File: config.mk
export PLATFORM = sky130hd
export DESIGN_NAME = game_level_tracker_flat
export DESIGN_NICKNAME = d
export VERILOG_FILES = /design/src/rtl/tetris_stats_pkg.sv /design/src/rtl/game_level_tracker_if.sv /design/src/rtl/score_bcd_add.sv /design/src/rtl/game_level_tracker.sv /design/src/flat_wrapper.sv
export SDC_FILE = /design/constraint.sdc
export NUM_CORES = 1
export LEC_CHECK = 0
export CAP_MARGIN = 15
export CORE_ASPECT_RATIO = 1.5
export CORE_MARGIN = 8
export CORE_UTILIZATION = 35
export CTS_BUF_LIST = sky130_fd_sc_hd__clkbuf_4 sky130_fd_sc_hd__clkbuf_8
export CTS_CLUSTER_DIAMETER = 50
export CTS_CLUSTER_SIZE = 10
export DETAILED_ROUTE_END_ITERATION = 7
export HOLD_SLACK_MARGIN = 0.15
export PLACE_DENSITY = 0.58
export SETUP_SLACK_MARGIN = 0.4
export SLEW_MARGIN = 20
export SYNTH_ARGS = -nofsm -noshare
export SYNTH_HDL_FRONTEND = slang
export SYNTH_SLANG_ARGS = --single-unit
File: constraint.sdc
create_clock -name clk -period 4.8 [get_ports clk]
set_input_delay 0.96 -clock clk [delete_from_list [all_inputs] [get_ports clk]]
set_output_delay 0.96 -clock clk [all_outputs]
set_load 0.02 [all_outputs]
File: src/rtl/tetris_stats_pkg.sv
// rtl/tetris_stats_pkg.sv - shared state encoding and line-clear points tables for the level tracker
package tetris_stats_pkg;

  typedef enum logic {IDLE = 1'b0, ADD = 1'b1} state_t;

  localparam int CLR_LINES_W = 3;

  localparam logic [23:0] PTS_BIN_1 = 24'd40;
  localparam logic [23:0] PTS_BIN_2 = 24'd100;
  localparam logic [23:0] PTS_BIN_3 = 24'd300;
  localparam logic [23:0] PTS_BIN_4 = 24'd1200;

  localparam logic [23:0] PTS_BCD_1 = 24'h000040;
  localparam logic [23:0] PTS_BCD_2 = 24'h000100;
  localparam logic [23:0] PTS_BCD_3 = 24'h000300;
  localparam logic [23:0] PTS_BCD_4 = 24'h001200;

  localparam logic [23:0] BCD_MAX = 24'h999999;

  function automatic logic [23:0] points_bin(input logic [CLR_LINES_W-1:0] n);
    case (n)
      3'd1:    return PTS_BIN_1;
      3'd2:    return PTS_BIN_2;
      3'd3:    return PTS_BIN_3;
      3'd4:    return PTS_BIN_4;
      default: return 24'd0;
    endcase
  endfunction

  function automatic logic [23:0] points_bcd(input logic [CLR_LINES_W-1:0] n);
    case (n)
      3'd1:    return PTS_BCD_1;
      3'd2:    return PTS_BCD_2;
      3'd3:    return PTS_BCD_3;
      3'd4:    return PTS_BCD_4;
      default: return 24'h000000;
    endcase
  endfunction

endpackage

File: src/rtl/game_level_tracker_if.sv
// rtl/game_level_tracker_if.sv - line-clear report handshake between playfield (master) and tracker (slave)
interface game_level_tracker_if;
  import tetris_stats_pkg::*;

  logic                   clr_valid_i;
  logic [CLR_LINES_W-1:0] clr_lines_i;
  logic                   ready_o;

  modport master (output clr_valid_i, output clr_lines_i, input ready_o);
  modport slave  (input clr_valid_i, input clr_lines_i, output ready_o);

endinterface

File: src/rtl/score_bcd_add.sv
// rtl/score_bcd_add.sv - six-digit packed BCD adder, saturating at 999999
module score_bcd_add
  import tetris_stats_pkg::*;
(
  input  logic [23:0] a,
  input  logic [23:0] b,
  output logic [23:0] sum
);

  logic [23:0] raw;
  logic        carry;
  logic [4:0]  digit;

  always_comb begin
    raw   = '0;
    carry = 1'b0;
    digit = '0;
    for (int i = 0; i < 6; i++) begin
      digit = {1'b0, a[4*i +: 4]} + {1'b0, b[4*i +: 4]} + {4'b0, carry};
      if (digit > 5'd9) begin
        raw[4*i +: 4] = 4'(digit - 5'd10);
        carry         = 1'b1;
      end else begin
        raw[4*i +: 4] = digit[3:0];
        carry         = 1'b0;
      end
    end
    // A carry out of the top digit means the total passed 999999.
    sum = carry ? BCD_MAX : raw;
  end

endmodule

File: src/rtl/game_level_tracker.sv
// rtl/game_level_tracker.sv - lines/level/score tracker feeding the fall-rate generator
// TETRIS_SCORE_BCD_EN selects a 6-digit packed BCD score instead of a binary one.
module game_level_tracker
  import tetris_stats_pkg::*;
#(
  parameter int LINES_PER_LEVEL = 10,
  parameter int MAX_LEVEL       = 15,
  parameter int LEVEL_W         = 5,
  parameter int LINES_W         = 16,
  parameter int SCORE_W         = 24
)
(
  input  logic                 clk,
  input  logic                 rst_n,
  input  logic                 new_game_i,
  game_level_tracker_if.slave  clr,
  output logic [LINES_W-1:0]   lines_o,
  output logic [LEVEL_W-1:0]   level_o,
`ifdef TETRIS_SCORE_BCD_EN
  output logic [23:0]          score_o,
`else
  output logic [SCORE_W-1:0]   score_o,
`endif
  output logic                 level_changed_o,
  output logic                 score_upd_o
);

`ifdef TETRIS_SCORE_BCD_EN
  localparam int SC_W = 24;
`else
  localparam int SC_W = SCORE_W;
`endif
  // Holds the worst-case in-level count (LINES_PER_LEVEL-1) plus a 4-line clear.
  localparam int IN_W = $clog2(LINES_PER_LEVEL + 5);

  if (LINES_PER_LEVEL < 4) begin : g_lpl_chk
    $error("LINES_PER_LEVEL must be at least 4");
  end
  if (MAX_LEVEL >= (1 << LEVEL_W)) begin : g_lvl_chk
    $error("LEVEL_W too narrow for MAX_LEVEL");
  end
  if (SCORE_W < 11) begin : g_score_chk
    $error("SCORE_W too narrow for the points table");
  end

  state_t             state;
  logic [23:0]        base;
  logic [LEVEL_W-1:0] mult_cnt;
  logic [IN_W-1:0]    in_cnt;
  logic [IN_W-1:0]    in_sum;
  logic [LINES_W:0]   lines_sum;
  logic [SC_W-1:0]    score_next;
  logic [23:0]        pts;
  logic               lines_ok;
  logic               accept;

  assign clr.ready_o = (state == IDLE) && !new_game_i;
  // Out-of-range counts complete the handshake but are treated like an empty clear.
  assign lines_ok    = (clr.clr_lines_i != '0) && (clr.clr_lines_i <= 3'd4);
  assign accept      = clr.clr_valid_i && clr.ready_o && lines_ok;
  assign in_sum      = in_cnt + IN_W'(clr.clr_lines_i);
  assign lines_sum   = {1'b0, lines_o} + (LINES_W+1)'(clr.clr_lines_i);

`ifdef TETRIS_SCORE_BCD_EN
  assign pts = points_bcd(clr.clr_lines_i);

  score_bcd_add u_score_add (
    .a   (score_o),
    .b   (base),
    .sum (score_next)
  );
`else
  logic [SC_W:0] bin_sum;

  assign pts        = points_bin(clr.clr_lines_i);
  assign bin_sum    = {1'b0, score_o} + (SC_W+1)'(base);
  assign score_next = bin_sum[SC_W] ? '1 : bin_sum[SC_W-1:0];
`endif

  always_ff @(posedge clk or negedge rst_n) begin
    if (!rst_n) begin
      state           <= IDLE;
      base            <= '0;
      mult_cnt        <= '0;
      in_cnt          <= '0;
      lines_o         <= '0;
      level_o         <= '0;
      score_o         <= '0;
      level_changed_o <= 1'b0;
      score_upd_o     <= 1'b0;
    end else begin
      level_changed_o <= 1'b0;
      score_upd_o     <= 1'b0;
      if (new_game_i) begin
        state    <= IDLE;
        mult_cnt <= '0;
        in_cnt   <= '0;
        lines_o  <= '0;
        level_o  <= '0;
        score_o  <= '0;
      end else begin
        case (state)
          IDLE: begin
            if (accept) begin
              base     <= pts;
              mult_cnt <= level_o;
              lines_o  <= lines_sum[LINES_W] ? '1 : lines_sum[LINES_W-1:0];
              if (in_sum >= IN_W'(LINES_PER_LEVEL)) begin
                in_cnt <= in_sum - IN_W'(LINES_PER_LEVEL);
                if (level_o < LEVEL_W'(MAX_LEVEL)) begin
                  level_o         <= level_o + 1'b1;
                  level_changed_o <= 1'b1;
                end
              end else begin
                in_cnt <= in_sum;
              end
              state <= ADD;
            end
          end
          // One base addition per cycle multiplies by (old level + 1).
          ADD: begin
            score_o <= score_next;
            if (mult_cnt == '0) begin
              score_upd_o <= 1'b1;
              state       <= IDLE;
            end else begin
              mult_cnt <= mult_cnt - 1'b1;
            end
          end
          default: state <= IDLE;
        endcase
      end
    end
  end

endmodule

File: src/flat_wrapper.sv
// flat-port wrapper written by rule: the top's interface ports become plain ports
module game_level_tracker_flat import tetris_stats_pkg::*;
#(
  parameter int LINES_PER_LEVEL = 10,
  parameter int MAX_LEVEL       = 15,
  parameter int LEVEL_W         = 5,
  parameter int LINES_W         = 16,
  parameter int SCORE_W         = 24
)
  (clk, rst_n, new_game_i, lines_o, level_o, score_o, level_changed_o, score_upd_o, clr_clr_valid_i, clr_clr_lines_i, clr_ready_o);
  game_level_tracker_if clr_i ();
  input  logic clk;
  input  logic rst_n;
  input  logic new_game_i;
  output logic [LINES_W-1:0] lines_o;
  output logic [LEVEL_W-1:0] level_o;
  output logic [SCORE_W-1:0] score_o;
  output logic level_changed_o;
  output logic score_upd_o;
  input wire logic [$bits(clr_i.clr_valid_i)-1:0] clr_clr_valid_i;
  input wire logic [$bits(clr_i.clr_lines_i)-1:0] clr_clr_lines_i;
  output wire logic [$bits(clr_i.ready_o)-1:0] clr_ready_o;
  assign clr_i.clr_valid_i = clr_clr_valid_i;
  assign clr_i.clr_lines_i = clr_clr_lines_i;
  assign clr_ready_o = clr_i.ready_o;
  game_level_tracker #(.LINES_PER_LEVEL(LINES_PER_LEVEL), .MAX_LEVEL(MAX_LEVEL), .LEVEL_W(LEVEL_W), .LINES_W(LINES_W), .SCORE_W(SCORE_W)) u_core (.clk(clk), .rst_n(rst_n), .new_game_i(new_game_i), .clr(clr_i), .lines_o(lines_o), .level_o(level_o), .score_o(score_o), .level_changed_o(level_changed_o), .score_upd_o(score_upd_o));
endmodule
* Yosys cells after proc, flatten, opt, wreduce, memory -nomap -nowiden
Cells that the tools add are included.
Storage, ports and cells: register bits after elaboration 81, bits in latches 0, RAM bits 0, ROM bits 0, logic and storage cells 75, memories kept 0
Cells by class: add/sub/neg operators 6, multipliers 0, divide/modulo/power cells 0, magnitude comparators 3, equality and inequality tests 7, shift-type cells 0, muxes and demuxes 33, bitwise gates (word level) 2, reduce and logical (&&, ||, !) cells 15
Operators with widths (count):
- $mux W24 | 3
- $mux W16 | 4
- $pmux W11 S4 | 1
- $mux W5 | 8
- $add A24 B24 Y25 | 1
- $add A16 B3 Y17 | 1
- $mux W4 | 4
- $mux W1 | 11
- $pmux W5 S2 | 1
- $reduce_bool A2 Y1 | 4
- $eq A3 B2 Y1 const B | 2
- $add A5 B1 Y5 const B | 1
- $logic_not A5 Y1 | 1
- $lt A5 B4 Y1 const B | 1
- $sub A5 B1 Y5 const B | 1
- $add A4 B3 Y4 | 1
- $ge A4 B4 Y1 const B | 1
- $logic_and A1 B1 Y1 | 4
- $reduce_and A2 Y1 | 2
- $reduce_and A4 Y1 | 1
- $sub A4 B4 Y4 const B | 1
- $eq A3 B1 Y1 const B | 1
- $eq A3 B3 Y1 const B | 1
- $le A3 B3 Y1 const B | 1
- 8 further kinds | 9

* Longest topological paths before layout
word-level depth 7, depth in mapped cells 11, depth with buffers taken out 9

* Least setup slack after synthesis
OpenSTA, ideal clock, no wires.
path kind input to register, from input clr_clr_lines_i[0], to register u_core.lines_o[9], setup time 0.096 ns, arrival 2.676 ns, required time 4.704 ns, slack 2.028 ns, cell stages on the path 10, path buffers 1, cells stage by stage ha_1 > inv_1 > fa_1 > nor2b_1 > o21bai_1 > or3_1 > buf_2 > a21bo_1 > a21oi_1 > a311oi_2
Between the ends: word-level cells in the longest chain between the ends 5, elaborated cells on any way between the ends 11
RTL lines:
- start: declaration | line flat_wrapper.sv:21 | input wire logic [$bits(clr_i.clr_lines_i)-1:0] clr_clr_lines_i;
- $add A16 B3 Y17, or another cell as far along | line game_level_tracker.sv:62 | assign lines_sum = {1'b0, lines_o} + (LINES_W+1)'(clr.clr_lines_i);
- $mux W16 or $logic_and A1 B1 Y1 (tied branches) | line game_level_tracker.sv:107, game_level_tracker.sv:59
- $mux W16 or $logic_and A1 B1 Y1 (tied branches) | line game_level_tracker.sv:104, game_level_tracker.sv:60
- $mux W16 or $reduce_bool A2 Y1 (tied branches)
- $mux W16 or $reduce_and A2 Y1 (tied branches)
- end signal: assignment | line game_level_tracker.sv:107 | lines_o <= lines_sum[LINES_W] ? '1 : lines_sum[LINES_W-1:0];
- end: declaration | line game_level_tracker.sv:17 | output logic [LINES_W-1:0] lines_o,
Several ways; a longest one is shown, not always the timed one. The select of a mux whose other input is x is not followed. A chain may end at the register's enable or synchronous reset.

* Final worst setup path
Same ends and word-level chain as after synthesis.

==> results.md <==
| Parameter | Value |
|---|---|
| Result of the run | completed |
| Net count after synthesis | 414 |
| Power density over the cells | 286 nW/um2 |
| Post-Synthesis Cell Area | 3590 um2 |
| Number of setup violations in the final report | 0 |
| Worst Max-Slew Pin Slew | 0.764 ns |
| Maximum number of pins on one net before global-route repair | 39 |
| Critical path startpoint category | input pin |
| Number of warning messages in the yosys log | 0 |
| Number of standard cells in the final layout excluding fillers | 561 |
| Setup repair after global routing missed its margin | false |
| TritonCTS Buffers | 9 |
| Via Count | 3128 |
| Yosys top cell by area | sky130_fd_sc_hd__dfrtp_1 |
| Post-CTS clock slew at the launch and capture registers of the worst setup and hold paths | 0.08 ns |
| Root buffer cell | sky130_fd_sc_hd__clkbuf_8 |
| Global route overflow | 0 |
| All-Layer GR Usage | 14.5% |
| Clk_skew | 0.00776 ns |
| Diodes inserted | 0 |
| Share of cells above drive strength 1 | 7.66% |
| Maximum level of the CTS H-tree | 3 |
| Ratio of final minimum period to clock period | 70.1% |
| Final worst path period need | 3.37 ns |
| Number of DRC violations after detailed-routing iteration 0 | 109 |
| Number of buffers between clock root and the deepest sink | 2 |
| Detailed route wirelength on metal2 | 4.80 mm |
| Post-synth top area share | 43.3% |
| Crit path required time | 5.07 ns |
| Top cell types by occurrence after synthesis | 62 x sky130_fd_sc_hd__dfrtp_1, 38 x sky130_fd_sc_hd__nor2_1, 37 x sky130_fd_sc_hd__nand2_1 |
| Post-synthesis sequential area ratio | 43.3% |
| Post-CTS setup repair buffer count | 0 |
| Hold Path Class | flip-flop to flip-flop |
| Maximum fanout encountered on the critical timing path | 17 |
| TritonCTS clock tree | yes |
| Signed area change from the synthesized netlist to the final layout | 24.2% |
| Wire length of the first global-routing pass | 16.1 mm |
| Die area | 13800 um2 |
| Setup TNS | 0 ns |
| Starting utilization of the core area | 35.6% |
| Row cnt | 45 |
| Cells taking the most area after synthesis | sky130_fd_sc_hd__dfrtp_1 43%, sky130_fd_sc_hd__ha_1 6.6%, sky130_fd_sc_hd__o21ai_0 4.0% |
| Ys flop type | sky130_fd_sc_hd__dfrtp_1 |
| Number of instances in the synthesized netlist | 385 |
| Share of flip-flops with an asynchronous set or reset after synthesis | 100% |
| Fill cells | 1004 |
| Critical path class | input pin to flip-flop |
| Die Wd | 98.6 um |
| Data arrival, critical path | 3.64 ns |
| Detailed placement HPWL | 6.77 mm |
| Endpoints failing hold | 0 |
| Util after Layout | 44.2% |
| Placer congestion estimate | 0.820 |
| Initial DRT Pass Iterations | 4 |
| Static leakage | 2.06 nW |
| Antenna Violating Nets Remaining | 0 |
| Count of different cell masters after synthesis | 53 |
| Number of flops mapped to enable cells by yosys | 0 |
| Maximum ir drop on the vdd rail | 0.000139 V |
| Die Ht | 140 um |
| Met1 WL | 3.93 mm |
| Post-route DRC violation count | 0 |
| Routed Wire Length | 9.46 mm |
| Sink Count | 62 |
| Crit. End Element | flip-flop |
| Clk Latency, worst-skew pair | 0.35 ns |
| Number of buffers added to fix hold violations after cts | 0 |
| I/O pin total | 55 |
| Max Freq | 297 MHz |
| Met3 wire len | 513 um |
| Average wire per standard cell | 16.9 um |
| Max-cap check violation count | 0 |
| Post-CTS Resized | 0 |
| Worst hold slack | 0.494 ns |
| Yosys reg bits | 62 |
| Via-per-instance ratio | 5.58 |
| Library cell with the highest instance count after synthesis | sky130_fd_sc_hd__dfrtp_1 |
| Port bufs | 54 |
| Final nets | 468 |
| Number of max-slew violations in the final report | 0 |
| Max_slew headroom | 48.7% |
| Floorplan Core Area | 10100 um2 |
| Number of global-route vias before repair | 3222 |
| Syn avg cell area | 9.31 um2 |
| Antenna violations before repair | 0 |
| Highest signal layer in the routed design | met4 |
| Placed insts | 545 |
[worst paths after layout]
kind | end | startpoint | cells after the start | slack (ns)
worst max-delay path | u_core.lines_o[9]$_DFFE_PN0P_ | clr_clr_lines_i[0] | 10 | 1.43
worst min-delay path | u_core.base[5]$_DFFE_PN0P_ | u_core.base[5]$_DFFE_PN0P_ | 2 | 0.49
worst max register to register | u_core.score_o[12]$_DFFE_PN0N_ | u_core.score_o[2]$_DFFE_PN0N_ | 7 | 2.04
worst min register to register | u_core.base[5]$_DFFE_PN0P_ | u_core.base[5]$_DFFE_PN0P_ | 2 | 0.49
max in group asynchronous | u_core.base[7]$_DFFE_PN0P_ | rst_n | 2 | 3.25
min in group asynchronous | u_core.score_o[12]$_DFFE_PN0N_ | rst_n | 1 | 0.61
[kinds of logic (layout without fill, tap and decap cells)]
logic type	Yosys count	after routing	share of synthesized area (%)
flip-flops	62	62	43.3
multiplexers	9	9	2.51
AND/OR/NAND/NOR	134	134	17.9
adder cells (fa/ha/maj)	22	22	8.30
XOR/XNOR	16	16	3.91
buffers and inverters	32	91	3.80
AO/OA/AOI/OAI	110	110	20.3
[flip-flops by register name (all words and copies together), names as in the netlist]
| signal | count |
|---|---|
| u_core.in_cnt | 4 |
| u_core.score_o | 23 |
| u_core.mult_cnt | 5 |
| u_core.lines_o | 16 |
| u_core.base | 6 |
| u_core.level_o | 5 |
| u_core.state | 1 |
| u_core.score_upd_o | 1 |
| u_core.level_changed_o | 1 |
[per-layer routing]
layer  GRT usage (%)  vias up
li1                -     1493
met1            15.8     1541
met2            25.4       76
met3            4.02       18
met4            6.90        0
met5               0        -
[cell usage in the layout (no fill, tap or decap), types with 10 or more instances in the layout]
cell                              Yosys  layout
sky130_fd_sc_hd__dfrtp_1             62      62
sky130_fd_sc_hd__clkdlybuf4s50_1      0      53
sky130_fd_sc_hd__nor2_1              38      38
sky130_fd_sc_hd__nand2_1             37      37
sky130_fd_sc_hd__o21ai_0             29      29
sky130_fd_sc_hd__a21oi_1             27      27
sky130_fd_sc_hd__ha_1                19      19
sky130_fd_sc_hd__nand3_1             18      18
sky130_fd_sc_hd__inv_1               13      13
sky130_fd_sc_hd__and3_1              10      10
[power by group]
| part | switching (mW) | total [mW] | internal (mW) | leakage (nW) |
|---|---|---|---|---|
| sequential | 0.0226 | 0.567 | 0.544 | 0.855 |
| combinational | 0.114 | 0.189 | 0.0749 | 1.10 |
| clock | 0.226 | 0.518 | 0.293 | 0.0977 |
| total | 0.363 | 1.27 | 0.912 | 2.06 |
[worst max-delay path: stages]
cell and delay [ns]:
sky130_fd_sc_hd__clkdlybuf4s50_1 0.57, sky130_fd_sc_hd__ha_1 0.20, sky130_fd_sc_hd__inv_1 0.06, sky130_fd_sc_hd__fa_1 0.39, sky130_fd_sc_hd__nor2b_1 0.16, sky130_fd_sc_hd__o21bai_1 0.09, sky130_fd_sc_hd__or3_1 0.62, sky130_fd_sc_hd__a21bo_1 0.29
sky130_fd_sc_hd__a21oi_1 0.07, sky130_fd_sc_hd__a311oi_2 0.23
[cell type report]
type	instances	area (um2)	share of cell area (%)
Inverter	15	56.3	1.26
Clock buffer	9	124	2.78
Tap cell	117	146	3.29
Clock inverter	7	98.8	2.22
Sequential cell	62	1550	34.8
Timing Repair Buffer	60	581	13.0
Multi-Input combinational cell	291	1900	42.6
[metrics by stage]
stage / power (mW) / instance area, um2 / worst slack (ns)
after global placement: 0.764 / 4230 / 1.13
after floorplan: 0.696 / 3590 / 2.03
after CTS: 1.29 / 4460 / 1.46
after global routing: 1.34 / 4460 / 1.33
final: 1.27 / 4460 / 1.43
after detailed placement: 0.768 / 4230 / 1.06
Power figures use the tool's default switching activity.
==> patch 1 (same flow settings) <==
Build with the macro `TETRIS_SCORE_BCD_EN` defined.
--- a/src/rtl/game_level_tracker.sv
+++ b/src/rtl/game_level_tracker.sv
@@ -2,2 +2,4 @@
 // TETRIS_SCORE_BCD_EN selects a 6-digit packed BCD score instead of a binary one.
+`define TETRIS_SCORE_BCD_EN
+
 module game_level_tracker
Function: changed (a bounded check fails within 4 cycles, from zero or initial values and one cycle with rst_n low).
==> patch 1 against the original RTL <==
- routed wire length up 23%
- largest cell class unchanged
- critical path type is now reg2reg
- sequential cell count shrank 1
- worst hold slack gained 0.038 ns
- synthesized area up 13%
- first-iteration DRC count grew 39%
- setup slack worse by 3.5 ns
- via count increased by 22%
- the run now ends with setup timing left
- final area up 29%
- synthesized cell count is 15% higher
Power is not compared: it rests on default switching activity, and its combinational part moved more than twofold at a synthesized area within 25%.
==> patch 1: results <==
set metrics [dict create \
    synth_compound_area_frac 0.216 \
    layout-drive-gt1-share 0.269 \
    grt_pass1_vias 3985 \
    synth_mux_area_frac 0.0206 \
    ys_top_cells_by_count "dfrtp_1 (61), nor2_1 (40), nand2_1 (32)" \
    met2WireLength_um 6140 \
    grt_max_degree 42 \
    route.met3.wl_um 366 \
    synth_cells 443 \
    status "finished with violations" \
    grt_util_met3 0.0349 \
    grt_util_met2 0.282 \
    yosysSeqAreaShare 0.376 \
    placed_cells 685 \
    arrival_ns 7.09 \
    synth_xor_area_frac 0.0280 \
    setup_viol 24 \
    setup_tns_ns -46.91 \
    fin_ws_ns -2.04 \
    grt_pass1_wl_um 19400 \
    hpwl_um 8560 \
    cp_slowest_stage_delay_ns 0.43 \
    drt-initial-drc-count 151 \
    critPathSlowestCell "dfrtp_2" \
    violations "setup timing" \
    grtUsageTotal 0.154 \
    ys_top_cells_by_area "dfrtp_1 (38%), ha_1 (8.3%), nor2_1 (3.7%), a21oi_1 (3.2%), nand2_1 (3.0%)" \
    fin_worst_skew_ns 0.0124 \
]
## patch 1: cell count changes after synthesis, moves of 6 or more
cell / before / now
xor2_1: 9 / 3
nand3_1: 18 / 4
ha_1: 19 / 27
inv_1: 13 / 29
a211oi_1: 6 / 12
a31oi_1: 3 / 13
nor3_1: 5 / 15
and4_1: 0 / 7
o21ai_0: 29 / 22
o22ai_1: 0 / 6
## patch 1: cell type report
type                            count  area, µm²
Clock buffer                       12        153
Clock inverter                      4       47.5
Fill cell                        1044       5650
Inverter                           30        120
Multi-Input combinational cell    333       2700
Sequential cell                    61       1530
Tap cell                          150        188
Timing Repair Buffer              118       1030
## patch 1: worst paths after layout
path / start / end / slack, ns / cells after the start
setup / recovery: u_core.score_o[2] / u_core.score_o[11] / -2.04 / 37
hold / removal: u_core.base[6] / u_core.base[6] / 0.53 / 2
setup reg to reg: u_core.score_o[2] / u_core.score_o[11] / -2.04 / 37
hold reg to reg: u_core.base[6] / u_core.base[6] / 0.53 / 2
max in group asynchronous: rst_n / u_core.score_o[1] / 3.47 / 2
min in group asynchronous: rst_n / u_core.score_o[15] / 0.60 / 1
## patch 1: worst max-delay path, delay by kind of cell (launching register included)
family / cells / cell delay [ns]
adder cells (fa/ha/maj): 13 / 2.81
AO/OA/AOI/OAI: 9 / 1.76
AND/OR/NAND/NOR: 7 / 1.01
flip-flops: 1 / 0.43
XOR/XNOR: 2 / 0.34
buffers and inverters: 5 / 0.25
multiplexers: 1 / 0.16
## patch 1: repair_timing
item | in CTS | in global routing
setup buffers | 6 | 1
resized for setup | 19 | 3
setup endpoints to repair | 24 | 24
pin swaps | 23 | 9
hold buffers | 0 | 0
## patch 1: report_power, final
part | total, µW | switching, µW | internal, µW
clock | 478 | 214 | 264
sequential | 571 | 28.8 | 542
combinational | 432 | 232 | 200
==> patch 2 (same flow settings) <==
Without the edit above. Register the output `level_o` once more, cleared by the reset; this adds one clock of latency there. The other outputs are not delayed to match.
--- a/src/rtl/game_level_tracker.sv
+++ b/src/rtl/game_level_tracker.sv
@@ -34,2 +34,4 @@
   localparam int IN_W = $clog2(LINES_PER_LEVEL + 5);
+
+  logic [LEVEL_W-1:0] level_s0;
 
@@ -86,3 +88,3 @@
       lines_o         <= '0;
-      level_o         <= '0;
+      level_s0        <= '0;
       score_o         <= '0;
@@ -98,3 +100,3 @@
         lines_o  <= '0;
-        level_o  <= '0;
+        level_s0 <= '0;
         score_o  <= '0;
@@ -105,3 +107,3 @@
               base     <= pts;
-              mult_cnt <= level_o;
+              mult_cnt <= level_s0;
               lines_o  <= lines_sum[LINES_W] ? '1 : lines_sum[LINES_W-1:0];
@@ -109,4 +111,4 @@
                 in_cnt <= in_sum - IN_W'(LINES_PER_LEVEL);
-                if (level_o < LEVEL_W'(MAX_LEVEL)) begin
-                  level_o         <= level_o + 1'b1;
+                if (level_s0 < LEVEL_W'(MAX_LEVEL)) begin
+                  level_s0        <= level_s0 + 1'b1;
                   level_changed_o <= 1'b1;
@@ -135,2 +137,10 @@
 
+  always_ff @(posedge clk or negedge rst_n) begin
+    if (!rst_n) begin
+      level_o <= '0;
+    end else begin
+      level_o <= level_s0;
+    end
+  end
+
 endmodule
Formal check against the unedited RTL: not equivalent (Yosys sat finds a counterexample within 10 cycles, from zero or initial values and one cycle with rst_n low).
==> patch 2 against the original RTL <==
- first-iteration DRC count rose by 36%
- worst hold slack got worse by 0.018 ns
- routed wire length up 11%
- setup slack worse by 0.056 ns
- synthesized cell count is 7.8% higher
- utilization rose by 0.27 points
- sequential cell count increased by 5
- sequential share of layout area is 0.36 points lower
- synthesized area up 8.7%
- power up 18%
- sequential power up 10%
- final area is 9.2% higher
- global-route usage grew 0.60 points
==> patch 2: results <==
set metrics [dict create \
    status "complete, no violations" \
    grt_pass1_vias 3579 \
    synth_cell_types 62 \
    tightest_slew_ns 0.805 \
    r2r_slack_ns 1.89 \
    arrival_ns 2.46 \
    firstDrtPassIters 5 \
    syn-num-nets 444 \
    hpwl_um 7630 \
    critPathSlowestCell "clkdlybuf4s50_1" \
    pre_cts_ws_ns 1.33 \
    die_w_um 102 \
    drt-initial-drc-count 148 \
    hold_path.class "reg2reg" \
    nets 498 \
    crit_path_max_fanout 6 \
    fin_worst_skew_ns 0.0114 \
    p_leak_uw 0.00206 \
    period_minus_slack_ns 3.42 \
    r2r-end "u_core.score_o[11]" \
    layout-drive-gt1-share 0.0781 \
    cp_slowest_stage_delay_ns 0.70 \
    ys_top_cells_by_count "dfrtp_1 (67), nand2_1 (47), o21ai_0 (25)" \
    grt_pass1_wl_um 18000 \
    startpoint "new_game_i" \
    grtUsageTotal 0.151 \
    path_delay_family "buffers and inverters" \
    dr_total_vias 3440 \
    swShare 0.268 \
    ys_top_cells_by_area "dfrtp_1 (43%), ha_1 (6.1%), nand2_1 (4.5%), o21ai_0 (3.2%), a21oi_1 (2.8%)" \
    yosysSeqAreaShare 0.430 \
    worst_ir_drop_vdd_v 0.000179 \
    detail_route.wl_per_cell_um 16.9 \
]
patch 2: cell count changes after synthesis, moves of 8 or more:
cell,change
o211ai_1,+9
nor3_1,+13
nor2_1,-16
nand2_1,+10
a31oi_1,+8
patch 2: per-stage QoR:
stage,cells,hold slack (ns),total power (µW),util
final,621,0.477,1500,0.445
after global routing,621,0.485,1570,0.445
after CTS,620,0.481,1510,0.443
after detailed placement,604,0.465,867,0.418
after global placement,604,0.461,863,0.418
after floorplan,415,0.411,778,-
patch 2: layer usage:
layer	share of wire	wire, µm	vias to the layer above	track usage
li1	-	-	1647	-
met3	0.051	536	15	0.0316
met1	0.40	4210	1700	0.168
met4	0.017	174	0	0.0664
met5	0	0	-	0
met2	0.53	5570	78	0.265
patch 2: layout make-up:
class	count	area, µm²
Fill cell	1105	6070
Multi-Input combinational cell	311	2060
Sequential cell	67	1680
Timing Repair Buffer	61	601
Tap cell	147	184
Clock buffer	10	138
Clock inverter	6	136
Inverter	19	71.3
patch 2: worst max-delay path by stage:
stage	to	cells past startpoint
floorplan	clr_ready_o	3
global route	clr_ready_o	3
detailed placement	u_core.lines_o[9]	9
global placement	u_core.lines_o[11]	9
CTS	clr_ready_o	3
finish	clr_ready_o	3
patch 2: power groups by stage:
stage	Combinational, µW	Clock (µW)	Sequential, µW
6_report	234	642	624
5_1_grt	264	677	629
4_1_cts	234	657	624
3_5_place_dp	232	0	635
3_3_place_gp	229	0	634
2_1_floorplan	141	0	637
patch 2: cells by family (layout without fill, tap and decap cells):
logic type	after synthesis	in the layout	share of synthesized area
multiplexers	2	2	0.00513
AND/OR/NAND/NOR	163	163	0.224
buffers and inverters	37	96	0.0420
AO/OA/AOI/OAI	112	112	0.195
adder cells (fa/ha/maj)	22	22	0.0764
XOR/XNOR	12	12	0.0270
flip-flops	67	67	0.430
